==> src/rtl/reg_file_ctrl.sv <==
// reg_file_ctrl
// Sequencing and arbitration controller in front of the CPU's 32x32 register
// file. After reset it sweeps every register to zero through the single write
// port. After that it passes core writeback and read port 2 straight through,
// and it lends both ports to a debug requester through a valid/ack handshake.
// A debug request that keeps waiting is force-granted after STARVE_LIMIT cycles.
//
// Ports:
//   clk, rst_n            clock (rising edge), asynchronous active-low reset
//   core_wAddr/wDin/wEna  core writeback request
//   core_rAddr2           core read port 2 address
//   core_rd2_use          core needs read port 2 this cycle
//   core_stall            core must hold state; its write this cycle is dropped
//   init_done             register sweep complete
//   dbg_req/we/addr/wdata debug request, held stable until dbg_ack
//   dbg_ack               one-cycle completion pulse
//   dbg_rdata             register value sampled at grant (pre-write value)
//   rf_wAddr/wDin/wEna    register file write port
//   rf_rAddr2/rf_rDout2   register file read port 2 (combinational read)
module reg_file_ctrl #(
  parameter int DATA_W       = 32,
  parameter int ADDR_W       = 5,
  parameter int STARVE_LIMIT = 8
) (
  input  logic              clk,
  input  logic              rst_n,
  input  logic [ADDR_W-1:0] core_wAddr,
  input  logic [DATA_W-1:0] core_wDin,
  input  logic              core_wEna,
  input  logic [ADDR_W-1:0] core_rAddr2,
  input  logic              core_rd2_use,
  output logic              core_stall,
  output logic              init_done,
  input  logic              dbg_req,
  input  logic              dbg_we,
  input  logic [ADDR_W-1:0] dbg_addr,
  input  logic [DATA_W-1:0] dbg_wdata,
  output logic              dbg_ack,
  output logic [DATA_W-1:0] dbg_rdata,
  output logic [ADDR_W-1:0] rf_wAddr,
  output logic [DATA_W-1:0] rf_wDin,
  output logic              rf_wEna,
  output logic [ADDR_W-1:0] rf_rAddr2,
  input  logic [DATA_W-1:0] rf_rDout2
);

  localparam int WCNT_W = $clog2(STARVE_LIMIT + 1);
  localparam logic [ADDR_W-1:0] LAST_ADDR = '1;
  localparam logic [WCNT_W-1:0] WAIT_MAX  = WCNT_W'(STARVE_LIMIT - 1);

  typedef enum logic [1:0] {
    INIT  = 2'd0,
    RUN   = 2'd1,
    GRANT = 2'd2,
    ACK   = 2'd3
  } state_t;

  state_t              r_state;
  state_t              w_nextState;
  logic [ADDR_W-1:0]   r_initCnt;
  logic [WCNT_W-1:0]   r_waitCnt;
  logic                r_initDone;
  logic [DATA_W-1:0]   r_dbgRdata;
  logic                w_grant;
  logic                w_wEna;
  logic                w_coreWEna;

  // Core writes to r0 are never performed, which keeps r0 reading as zero.
  assign w_coreWEna = core_wEna && (core_wAddr != '0);

  // Grant when the core leaves both ports idle, or when the request has
  // already waited STARVE_LIMIT-1 cycles; only evaluated in RUN.
  assign w_grant = dbg_req && ((!core_wEna && !core_rd2_use) || (r_waitCnt == WAIT_MAX));

  // State register, sweep counter, starvation counter and debug read capture.
  always_ff @(posedge clk or negedge rst_n) begin
    if (!rst_n) begin
      r_state    <= INIT;
      r_initCnt  <= '0;
      r_waitCnt  <= '0;
      r_initDone <= 1'b0;
      r_dbgRdata <= '0;
    end else begin
      r_state <= w_nextState;
      if (r_state == INIT) begin
        r_initCnt <= r_initCnt + 1'b1;
        if (r_initCnt == LAST_ADDR) begin
          r_initDone <= 1'b1;
        end
      end
      if (r_state == RUN) begin
        if (!dbg_req || w_grant) begin
          r_waitCnt <= '0;
        end else begin
          r_waitCnt <= r_waitCnt + 1'b1;
        end
      end else if (r_state == GRANT) begin
        r_waitCnt <= '0;
      end
      // Read port 2 still shows the old contents during GRANT, so a debug
      // write returns the value it overwrote.
      if (r_state == GRANT) begin
        r_dbgRdata <= rf_rDout2;
      end
    end
  end

  // Next state and port steering; the core path is the default.
  always_comb begin
    w_nextState = r_state;
    core_stall  = 1'b0;
    dbg_ack     = 1'b0;
    w_wEna      = w_coreWEna;
    rf_wAddr    = core_wAddr;
    rf_wDin     = core_wDin;
    rf_rAddr2   = core_rAddr2;
    case (r_state)
      INIT: begin
        core_stall = 1'b1;
        w_wEna     = 1'b1;
        rf_wAddr   = r_initCnt;
        rf_wDin    = '0;
        if (r_initCnt == LAST_ADDR) begin
          w_nextState = RUN;
        end
      end
      RUN: begin
        if (w_grant) begin
          w_nextState = GRANT;
        end
      end
      GRANT: begin
        core_stall  = 1'b1;
        w_wEna      = dbg_we && (dbg_addr != '0);
        rf_wAddr    = dbg_addr;
        rf_wDin     = dbg_wdata;
        rf_rAddr2   = dbg_addr;
        w_nextState = ACK;
      end
      ACK: begin
        dbg_ack     = 1'b1;
        w_nextState = RUN;
      end
      default: begin
        w_nextState = INIT;
      end
    endcase
  end

  // The reset state is INIT, which would otherwise assert the write enable
  // while reset is still held.
  assign rf_wEna   = w_wEna && rst_n;
  assign init_done = r_initDone;
  assign dbg_rdata = r_dbgRdata;

endmodule

==> config.mk <==
export PLATFORM = sky130hd
export DESIGN_NAME = reg_file_ctrl
export DESIGN_NICKNAME = d
export VERILOG_FILES = /design/src/rtl/reg_file_ctrl.sv
export SDC_FILE = /design/constraint.sdc
export NUM_CORES = 1
export LEC_CHECK = 0
export ABC_AREA = 1
export CAP_MARGIN = 10
export CORE_ASPECT_RATIO = 0.7
export CORE_UTILIZATION = 30
export CTS_BUF_LIST = sky130_fd_sc_hd__clkbuf_4 sky130_fd_sc_hd__clkbuf_8 sky130_fd_sc_hd__clkbuf_16
export DETAILED_ROUTE_END_ITERATION = 12
export PLACE_DENSITY = 0.78
export RECOVER_POWER = 25
export SLEW_MARGIN = 20
export SYNTH_ARGS = -nofsm -noshare
export SYNTH_HDL_FRONTEND = slang
export SYNTH_SLANG_ARGS = --single-unit
==> constraint.sdc <==
create_clock -name clk -period 1.6 [get_ports clk]
set_input_delay 0.32 -clock clk [delete_from_list [all_inputs] [get_ports clk]]
set_output_delay 0.32 -clock clk [all_outputs]
set_load 0.005 [all_outputs]
==> results of run 1 <==
-- state kept, by name (all words and copies together), names as in the netlist --
| name | count |
|---|---|
| dbg_rdata | 32 |
| r_initCnt | 5 |
| r_waitCnt | 4 |
| r_state | 2 |
| init_done | 1 |
-- power by group --
group	internal [mW]	switching (mW)	leakage [nW]	total (mW)
Combinational	3.56	2.71	1.88	6.27
Sequential	1.62	0.302	0.544	1.92
Clock	0.781	0.407	0.0871	1.19
Total	5.96	3.42	2.51	9.38
-- synthesized netlist by cell type --
master | number | share of area, %
xor2_1 | 5 | 1.8
dfrtp_1 | 44 | 45
o21ai_0 | 5 | 1.0
nor2_1 | 8 | 1.2
nand3b_1 | 1 | 0.31
nand4_1 | 2 | 0.52
a22o_1 | 32 | 12
buf_4 | 4 | 1.2
a21o_1 | 1 | 0.31
nand2_8 | 1 | 0.83
inv_6 | 2 | 0.72
buf_6 | 5 | 2.3
nand2_1 | 136 | 21
inv_4 | 1 | 0.26
nor3_1 | 2 | 0.41
o211ai_1 | 1 | 0.31
ha_1 | 8 | 4.1
clkbuf_1 | 4 | 0.62
or2_1 | 1 | 0.26
inv_1 | 18 | 2.8
nand3_1 | 4 | 0.83
a21oi_1 | 1 | 0.21
o221ai_1 | 3 | 1.1
buf_2 | 3 | 0.62
-- worst reg2reg max path, cell delays in order, from the launching register on --
cell and delay [ns]:
dfrtp_1 0.42, ha_1 0.23, nand2_1 0.07, nor2_1 0.05, ha_1 0.19, or2_1 0.26, nand2_1 0.10, nand2_1 0.07
nand2_1 0.07
-- layout make-up --
type	instances	area, sq um
Clock buffer	6	139
Clock inverter	2	38.8
Fill cell	640	2790
Inverter	21	93.8
Multi-Input combinational cell	211	1250
Sequential cell	44	1100
Tap cell	101	126
Timing Repair Buffer	246	2300
-- what timing repair did --
item / CTS / global route
pin swaps: 13 / 6
gates cloned: 2 / 1
buffers inserted: 23 / 6
setup endpoints to repair: 45 / 45
resized for setup: 204 / 23
-- kinds of logic (layout without fill, tap and decap cells) --
group	count (synthesis)	count (layout)	synth area share (%)
flip-flops	44	44	45.5
AO/OA/AOI/OAI	43	43	14.5
adder cells (fa/ha/maj)	8	8	4.13
AND/OR/NAND/NOR	155	155	25.5
XOR/XNOR	5	5	1.81
buffers and inverters	37	275	8.58
-- per-stage QoR --
stage	TNS, ns	instances	util (%)	total power [mW]	setup WS, ns
after global placement	-15.91	595	58.7	7.14	-0.495
final	-15.27	631	64.4	9.38	-0.428
after global routing	-17.33	631	64.4	10.0	-0.486
after detailed placement	-16.89	595	58.7	7.28	-0.500
after floorplan	0	292	-	4.18	0.0289
after CTS	-14.71	626	62.7	8.97	-0.440
-- worst max-delay path by stage --
stage,endpoint,cells past startpoint
after floorplan,rf_wDin[0],8
after global placement,rf_wEna,8
after detailed placement,rf_wEna,8
after CTS,rf_wDin[3],9
after global routing,rf_wDin[3],9
final,rf_wDin[3],9
-- per-layer routing --
layer | GRT usage [%] | vias up | share of wire, % | routed length (microns)
li1 | - | 1421 | - | -
met1 | 29.8 | 1402 | 43 | 4290
met2 | 38.7 | 99 | 50 | 4970
met3 | 5.10 | 18 | 5.6 | 559
met4 | 4.27 | 0 | 1.7 | 169
met5 | 0 | - | 0 | 0
==> reports/results.ini, run 1 <==
[worst_setup_path]
crit_buf_inv=6
reg2reg_from=r_initCnt[0]
path_max_fanout=7
crit_family=buffers and inverters
reg2reg_slack_ns=0.09
reg2reg_depth=8
path_cells=inv_2 > ha_4 > inv_6 > nand2_8 > inv_8 > buf_6 > buf_16 > a22o_1 > buf_2
cp-start-kind=register
cp.required_ns=1.28
r2r-end=r_state[0]
startpoint=r_state[1]
crit_arrival_ns=1.71
critPathSlowestCell=dfrtp_2
critPathKind=reg2out
endpoint_kind=output pin
slowest_delay_ns=0.44

[final_layout]
final_nets=654
final_cell_mix=clkdlybuf4s50_1 (148), nand2_1 (122), dfrtp_1 (43)
drive_gt1_share_pct=25.1
final_common_cell=clkdlybuf4s50_1
final_area_sq_mm=0.00504
antenna_cells=0
area_delta_synth_final_pct=108

[floorplan]
num_rows=27
die-height_microns=77.2
start_util_pct=30.9
die-area_sq_mm=0.00844
coreArea_sq_mm=0.00784
die_w_microns=109
ios=195

[logic_synthesis]
ys_types=24
syn_nets=417
avgSynthCellArea_sq_um=8.29
yosys_warnings=0
syn-instance-count=292
ys_seq_elements=44
yosysSeqAreaShare_pct=45.5
syn-cell-area_sq_mm=0.00242

[detailed_routing]
dr.pass1.iters=4
ant_nets=0
totalWireLength_microns=9990
routedWlPerCell_microns=15.8
vias_per_cell=4.66
vias=2940
drc_errors=0
drtIter0Drc=203

[global_route]
overflow=0
grt_pass1_wl_microns=14700
antenna_found_initial=0
grt_use_total_pct=22.8
grt_max_degree=45
grt_pass1_vias=2868

[timing]
hold_violations=0
layout_min_cycle_time_ns=2.03
fin_ws_ns=-0.428
min_period_over_period_pct=127
fin_skew_ns=0.00467
whs_ns=0.432
fmax_ghz=0.493
slew-limit-headroom_pct=27.3
finalSetupViolations=44
rsz0062_at_grt=true
slew_viol_final=0
worstMarginPinSlew_ns=1.09

[clock_network]
clk_pin_slew_worst_paths_ns=0.06
ctsHoldBuffers=0
clock_path_buffers=2
cts.root.buffer_cell=clkbuf_16
cts_tree=done
cts_made_buffers=5
cts_max_level=2
cts.sinks=44
worstSkewPairLatency_ns=0.28

[power]
power_leakage_nw=2.51
power.density_mw_per_mm2=1860
ir_worst_vdd_v=0.000875

[job]
max_cap_violations=0

[placed_design]
place_area_sq_mm=0.00460
io_buffers=194
globalplace.congestion=0.784
dp_hpwl_microns=7020

[status]
outcome=finished with violations
violations=setup timing

[hold_path]
hp-class=in2async

(Power assumes the default switching activity.)
==> run 2, diff against run 1 <==
- GPL_ROUTABILITY_DRIVEN: unset -> 0
==> results of run 2 <==
The final DEF is identical to that of run 1; final timing and power are the same.
